## src/rtl/matrix_loader.sv

```systemverilog
// Streams W then B elements row-major into packed matrices, then sequences the
// fetcher handshake: load_params, start_comp, wait for comp_ready rise, done.
module matrix_loader #(
    parameter int unsigned DATA_WIDTH = 8,
    parameter int unsigned ARRAY_W_W  = 2,
    parameter int unsigned ARRAY_W_L  = 5,
    parameter int unsigned ARRAY_A_W  = 5,
    parameter int unsigned ARRAY_A_L  = 2
) (
    input  logic                                                   clk,
    input  logic                                                   reset_n,
    input  logic [DATA_WIDTH-1:0]                                  in_data,
    input  logic                                                   in_valid,
    output logic                                                   in_ready,
    input  logic                                                   flush,
    input  logic                                                   comp_ready,
    output logic [0:ARRAY_W_W-1][0:ARRAY_W_L-1][DATA_WIDTH-1:0]    data_w,
    output logic [0:ARRAY_A_W-1][0:ARRAY_A_L-1][DATA_WIDTH-1:0]    data_b,
    output logic                                                   load_params,
    output logic                                                   start_comp,
    output logic                                                   done,
    output logic [2:0]                                             state
);

    typedef enum logic [2:0] {
        StLoadW = 3'd0,
        StLoadB = 3'd1,
        StLoad  = 3'd2,
        StStart = 3'd3,
        StWait  = 3'd4
    } state_e;

    localparam int unsigned MaxRows = (ARRAY_W_W > ARRAY_A_W) ? ARRAY_W_W : ARRAY_A_W;
    localparam int unsigned MaxCols = (ARRAY_W_L > ARRAY_A_L) ? ARRAY_W_L : ARRAY_A_L;
    localparam int unsigned MaxDim  = (MaxRows > MaxCols) ? MaxRows : MaxCols;
    localparam int unsigned CntW    = (MaxDim > 1) ? $clog2(MaxDim) : 1;

    localparam logic [CntW-1:0] LastWRow = CntW'(ARRAY_W_W - 1);
    localparam logic [CntW-1:0] LastWCol = CntW'(ARRAY_W_L - 1);
    localparam logic [CntW-1:0] LastBRow = CntW'(ARRAY_A_W - 1);
    localparam logic [CntW-1:0] LastBCol = CntW'(ARRAY_A_L - 1);

    state_e          state_q, state_d;
    logic [CntW-1:0] row_q, row_d;
    logic [CntW-1:0] col_q, col_d;
    logic            comp_q;
    logic            load_params_q, load_params_d;
    logic            start_comp_q, start_comp_d;
    logic            done_q, done_d;
    logic            wr_w, wr_b;

    logic [0:ARRAY_W_W-1][0:ARRAY_W_L-1][DATA_WIDTH-1:0] data_w_q;
    logic [0:ARRAY_A_W-1][0:ARRAY_A_L-1][DATA_WIDTH-1:0] data_b_q;

    always_ff @(posedge clk) begin
        if (!reset_n) begin
            state_q       <= StLoadW;
            row_q         <= '0;
            col_q         <= '0;
            comp_q        <= 1'b0;
            load_params_q <= 1'b0;
            start_comp_q  <= 1'b0;
            done_q        <= 1'b0;
        end else begin
            state_q       <= state_d;
            row_q         <= row_d;
            col_q         <= col_d;
            comp_q        <= comp_ready;
            load_params_q <= load_params_d;
            start_comp_q  <= start_comp_d;
            done_q        <= done_d;
        end
    end

    // Pulse outputs are registered off the transition into their state so each
    // is high for exactly the cycle spent in that state.
    always_comb begin
        state_d       = state_q;
        row_d         = row_q;
        col_d         = col_q;
        load_params_d = 1'b0;
        start_comp_d  = 1'b0;
        done_d        = 1'b0;
        wr_w          = 1'b0;
        wr_b          = 1'b0;

        if (flush) begin
            state_d = StLoadW;
            row_d   = '0;
            col_d   = '0;
        end else begin
            unique case (state_q)
                StLoadW: begin
                    if (in_valid) begin
                        wr_w = 1'b1;
                        if (col_q == LastWCol) begin
                            col_d = '0;
                            if (row_q == LastWRow) begin
                                row_d   = '0;
                                state_d = StLoadB;
                            end else begin
                                row_d = row_q + 1'b1;
                            end
                        end else begin
                            col_d = col_q + 1'b1;
                        end
                    end
                end
                StLoadB: begin
                    if (in_valid) begin
                        wr_b = 1'b1;
                        if (col_q == LastBCol) begin
                            col_d = '0;
                            if (row_q == LastBRow) begin
                                row_d         = '0;
                                state_d       = StLoad;
                                load_params_d = 1'b1;
                            end else begin
                                row_d = row_q + 1'b1;
                            end
                        end else begin
                            col_d = col_q + 1'b1;
                        end
                    end
                end
                StLoad: begin
                    state_d      = StStart;
                    start_comp_d = 1'b1;
                end
                StStart: begin
                    state_d = StWait;
                end
                StWait: begin
                    // Only a fresh rise counts; a level already high on entry is ignored.
                    if (comp_ready && !comp_q) begin
                        state_d = StLoadW;
                        done_d  = 1'b1;
                        row_d   = '0;
                        col_d   = '0;
                    end
                end
                default: begin
                    state_d = StLoadW;
                    row_d   = '0;
                    col_d   = '0;
                end
            endcase
        end
    end

    always_ff @(posedge clk) begin
        if (!reset_n) begin
            data_w_q <= '0;
        end else begin
            for (int unsigned r = 0; r < ARRAY_W_W; r++) begin
                for (int unsigned c = 0; c < ARRAY_W_L; c++) begin
                    if (wr_w && row_q == CntW'(r) && col_q == CntW'(c)) begin
                        data_w_q[r][c] <= in_data;
                    end
                end
            end
        end
    end

    always_ff @(posedge clk) begin
        if (!reset_n) begin
            data_b_q <= '0;
        end else begin
            for (int unsigned r = 0; r < ARRAY_A_W; r++) begin
                for (int unsigned c = 0; c < ARRAY_A_L; c++) begin
                    if (wr_b && row_q == CntW'(r) && col_q == CntW'(c)) begin
                        data_b_q[r][c] <= in_data;
                    end
                end
            end
        end
    end

    assign in_ready    = (state_q == StLoadW) || (state_q == StLoadB);
    assign data_w      = data_w_q;
    assign data_b      = data_b_q;
    assign load_params = load_params_q;
    assign start_comp  = start_comp_q;
    assign done        = done_q;
    assign state       = state_q;

endmodule

```

## config.mk

```make
export PLATFORM = sky130hd
export DESIGN_NAME = matrix_loader
export DESIGN_NICKNAME = d
export VERILOG_FILES = /design/src/rtl/matrix_loader.sv
export SDC_FILE = /design/constraint.sdc
export NUM_CORES = 1
export LEC_CHECK = 0
export CAP_MARGIN = 10
export CORE_MARGIN = 2
export CORE_UTILIZATION = 44
export CTS_CLUSTER_DIAMETER = 60
export DETAILED_ROUTE_END_ITERATION = 6
export GPL_TIMING_DRIVEN = 0
export PLACE_DENSITY = 0.83
export SLEW_MARGIN = 20
export SYNTH_ARGS = -nofsm -noshare
export SYNTH_HDL_FRONTEND = slang
export SYNTH_SLANG_ARGS = --single-unit
```

## constraint.sdc

```tcl
create_clock -name clk -period 1.9 [get_ports clk]
set_clock_uncertainty 0.05 [all_clocks]
set_input_delay 0.285 -clock clk [delete_from_list [all_inputs] [get_ports clk]]
set_output_delay 0.285 -clock clk [all_outputs]
set_load 0.05 [all_outputs]
```

## After elaboration in Yosys (flattened, before gate mapping)

Cells that the tools add are included.

- Register bits after elaboration: 173
- Input bits: 13
- Logic and storage cells: 122

- Add/subtract/negate cells: 2
- Equality and inequality tests: 19
- Muxes and demuxes: 28
- Bitwise gates (word level): 6
- Reduce and logical (&&, ||, !) cells: 40

Operator list:

| operator | number |
|---|---|
| 3-bit 2-to-1 mux | 17 |
| 1-bit logical AND | 28 |
| 3-bit case mux with 4 select lines | 2 |
| 3-bit by 2-bit equality test with 1-bit output (second input constant) | 6 |
| 3-bit case mux with 5 select lines | 1 |
| 2-bit inequality test (second input constant) | 7 |
| 3-bit by 1-bit equality test with 1-bit output (second input constant) | 3 |
| 3-bit equality test (second input constant) | 3 |
| 3-bit zero test | 3 |
| 1-bit 2-to-1 mux | 8 |
| 7-bit AND reduction | 1 |
| 3-bit by 1-bit adder with 3-bit output (second input constant) | 2 |
| 1-bit inverter | 6 |
| 6-bit AND reduction | 1 |
| 5-bit OR reduction | 1 |
| 4-bit AND reduction | 1 |
| 2-bit OR reduction | 2 |
| 3-bit OR reduction | 1 |
| 1-bit zero test | 1 |
| 1-bit logical OR | 1 |

## Depth between registers and ports, before layout

- Depth after elaboration: 5
- Mapped depth: 8
- Gate-level depth less buffers: 6

## Worst setup path after synthesis

OpenSTA, ideal clock, no wires.

- Kind: flip-flop to flip-flop
- Start point: register state_q[1] (netlist: state[1])
- End point: register row_q[0]
- Setup time: 0.070 ns
- Data arrival time: 2.389 ns
- Data required time: 1.780 ns
- Setup slack: -0.610 ns
- Stages on the path, launching flop included: 6
- Buffers on the path: 1
- Period minus slack after synthesis: 2.510 ns
- Path through: dfxtp_1 buf_6 nor2_1 o311ai_0 or4_1 a21oi_1

- Cells in the longest elaborated chain, start to end: 4
- Elaborated cells between the ends (all ways): 14

Ends and longest elaborated chain:

| element | line | source |
|---|---|---|
| start, declared | 43 | `state_e state_q, state_d;` |
| start signal, assigned | 57 | `state_q <= StLoadW;` |
| start signal, assigned | 65 | `state_q <= state_d;` |
| 3-bit by 2-bit equality test with 1-bit output | 92 | `unique case (state_q)` |
| 2-bit OR reduction (no line) | n/a |  |
| 1-bit inverter (no line) | n/a |  |
| 6-bit AND reduction (no line) | n/a |  |
| end signal, assigned | 66 | `row_q <= row_d;` |
| end, declared | 44 | `logic [CntW-1:0] row_q, row_d;` |

Parallel ways exist; a longest one is shown, timed or not.
A chain may end at the register's enable or synchronous reset.

## Worst setup path after layout

- Start point: register load_params_q (netlist: load_params)
- End point: output load_params

RTL lines:

| element | line | source |
|---|---|---|
| start, declared | 47 | `logic load_params_q, load_params_d;` |
| start signal, assigned | 69 | `load_params_q <= load_params_d;` |
| end, declared | 19 | `output logic load_params,` |

No word-level cell between the ends.

==> results by group <==
Worst setup path
  • Setup CP Type: register to output pin
  • CP delay by family, top: buffers and inverters
  • Crit-path max cell delay: 0.79 ns
  • CP max-delay cell: clkdlybuf4s50_1
  • Crit path required time: ~1.6 ns
  • Reg-to-reg setup timing slack: 0.08 ns
  • Worst reg-to-reg path cell count: 8
  • Startpoint types: register
  • Reg2reg end: data_w[64]
  • Crit path max fanout: 1
  • Crit path buf inv count: 1
  • RR Startpoint: row_q[1]
  • Arrival @ worst endpoint: between 1.5 and 2 ns
  • CP cell instances: clkdlybuf4s50_1
  • Crit. End Element: output pin

Floorplanning
  • IO Pins: 180
  • DIE HEIGHT: roughly 130 um
  • Core area: between 15000 and 20000 um^2
  • # rows: 46
  • Initial Utilization: 45.2%
  • Die X: 132 um
  • DIE AREA: around 17000 um^2

Power and ir drop
  • Total power draw: 7.51 mW
  • LEAKAGE: about 5.1 nW
  • Maximum VDD drop: between 0.7 and 0.8 mV
  • Power density cells: 764 nW/um^2

Flow run
  • Max Cap Viol: 0

STA
  • Fmax: around 530 MHz
  • Final Hold Viols: 0
  • Crit path time final: about 1.9 ns
  • Worst setup margin: roughly 0.029 ns
  • Period Utilization, post-route: roughly 98%
  • Actual slew at the worst max-slew pin: around 0.74 ns
  • Final setup fails: 0
  • RSZ-0062 raised after global routing: true
  • Max-slew headroom: between 50 and 60%
  • Setup TNS Final: 0 ns
  • Pins over their slew limit: 0

Synthesis
  • Post-synth EDFFs: 0
  • Synth cell types: 44
  • Post-synthesis sequential area ratio: roughly 48%
  • Ys flop type: dfxtp_1
  • Synth Warn #: 0
  • Synthesized instance count: 647
  • Syn_area_per_cell: 11.1 um^2
  • Register bit count reported by yosys: between 150 and 200
  • Post-Syn Nets: 670
  • Asr flop ratio synth: 0%
  • Synth Cell Area: just over 7000 um^2

Final layout
  • # diodes: 0
  • Area of the multi-input gates: 3510 um^2
  • Final nets: about 880
  • Most frequent cells in the layout: dfxtp_1, nor2b_1, dlygate4sd2_1
  • Fillers: roughly 1400
  • Design Area, Final: slightly below 10000 um^2
  • Area Growth Syn to Fin: 36.9%
  • Layout cell share with drive strength beyond 1: 10.8%
  • Fin util: approximately 62%
  • Commonest non-fill, non-tap cell in the layout: dfxtp_1
  • Flip-flop and latch area: approximately 3500 um^2

Route
  • Routed vias: ~5400
  • Highest metal used: met4
  • WL met1: 8.35 mm
  • Antenna-violating nets left: 0
  • Met2 wire len: 9.41 mm
  • DR WL/cell: 18.0 um
  • 1st-pass router iterations: 4
  • Initial DRC count: 250
  • Routed WL: around 20 mm
  • Met3 routed WL: 1.32 mm
  • DRC violations left: 0
  • Routed vias/inst: between 4 and 5

Hold path
  • Hold Crit Class: input port to register
  • Worst Hold End: data_w[55]
  • Hold Crit Depth: 3
  • Hold path start: in_data[7]

GRT
  • Initial antenna violation count: 0
  • Global-route wire length before repair: 30.3 mm
  • Congestion Overflow GR: 0
  • Largest net degree at the start of global routing: 19
  • GRT Overall Usage: 22.5%
  • Vias in the first global route: approximately 5300

Place
  • Pre-CTS setup slack: -0.785 ns
  • Gpl congestion: 0.835
  • Buffers on Ports: about 170
  • Post-DP HPWL: between 10 and 15 mm
  • Post-DP Area: 9170 um^2

Clock network
  • Longest Clk Path Bufs: 2
  • Root Buffer: clkbuf_16
  • CTS Sinks: around 170
  • Clk pin slew, worst setup/hold paths: around 0.07 ns
  • Number of H-tree levels: 4
  • CTS tree: yes
  • TritonCTS buffer count: 17
  • Worst-Skew Late Latency: 0.43 ns

Status
  • Outcome: finished, final reports clean
==> worst register-to-register path, cell delays in order (launching register included) <==
cell and delay [ns]:
dfxtp_1 0.34, inv_1 0.11, ha_2 0.22, nor2b_2 0.16, buf_6 0.13, buf_4 0.14, nand4_4 0.24, mux2i_1 0.26
nor2b_1 0.07
==> cell usage after synthesis, types with 3 or more instances <==
cell,number,area (um^2)
inv_1,9,33.8
nand4_1,8,50.1
mux2i_1,162,1620
nor2_1,5,18.8
buf_2,8,40.0
clkbuf_1,36,135
nor2b_1,168,1050
nand4_4,8,170
dfxtp_1,173,3460
ha_1,10,125
a21oi_1,3,15.0
nand2_1,7,26.3
buf_4,3,22.5
nand2b_1,7,43.8
==> per-layer routing <==
metal / GRT usage (%) / vias up
met3: 7.41 / 32
met5: 0 / -
met1: 27.1 / 2566
met4: 7.85 / 0
met2: 37.6 / 161
li1: - / 2601
==> state kept, by name, indices dropped and copies added, names as in the netlist <==
register and cells:
col_q 3, comp_q 1, data_b 80, data_w 80, done 1, load_params 1
row_q 3, start_comp 1, state 3
==> cells by family (layout without fill, tap and decap cells) <==
kind of cell | Yosys count | in the layout | share of synthesized area (%)
AO/OA/AOI/OAI | 17 | 17 | 1.80
multiplexers | 163 | 163 | 22.8
AND/OR/NAND/NOR | 225 | 225 | 21.8
adder cells (fa/ha/maj) | 10 | 10 | 1.74
buffers and inverters | 58 | 276 | 3.54
XOR/XNOR | 1 | 1 | 0.122
flip-flops | 173 | 173 | 48.3
==> area by class of cell <==
cell class,instances,share of cell area (%)
Multi-Input combinational cell,416,35.7
Sequential cell,173,35.4
Timing Repair Buffer,188,17.2
Clock buffer,17,4.33
Tap cell,216,2.75
Buffer,47,2.47
Clock inverter,15,1.80
Inverter,9,0.344
==> where the power goes <==
group          total (mW)  switching [mW]  leakage [nW]  internal (mW)
Sequential           3.64         0.00710          1.40           3.63
Clock                3.52            1.64         0.286           1.88
Combinational       0.347           0.225          3.39          0.122
Total                7.51            1.87          5.08           5.64
==> what timing repair did <==
item | CTS | global route
setup buffers | 14 | 2
cloned | 1 | 0
setup endpoints to repair | 324 | 124
pin swaps | 9 | 4
gates resized for setup | 178 | 25
hold buffers | 0 | 0
==> metrics by stage <==
stage,hold slack [ns],std cells
finish,0.310,1081
global route,0.342,1081
CTS,0.303,1081
detailed placement,0.450,1034
global placement,0.445,1034
floorplan,0.357,647
==> worst max-delay path by stage <==
stage	from	endpoint	slack (ns)	cells after the start
after global placement	in_valid	data_b[66]	-0.76	7
final	load_params	load_params	0.03	1
after global routing	row_q[1]	data_w[40]	-0.04	8
after detailed placement	in_valid	data_b[66]	-0.78	7
after floorplan	state[1]	data_w[56]	-0.03	5
after CTS	state[2]	data_b[4]	-0.02	6
(Power assumes the default switching activity.)
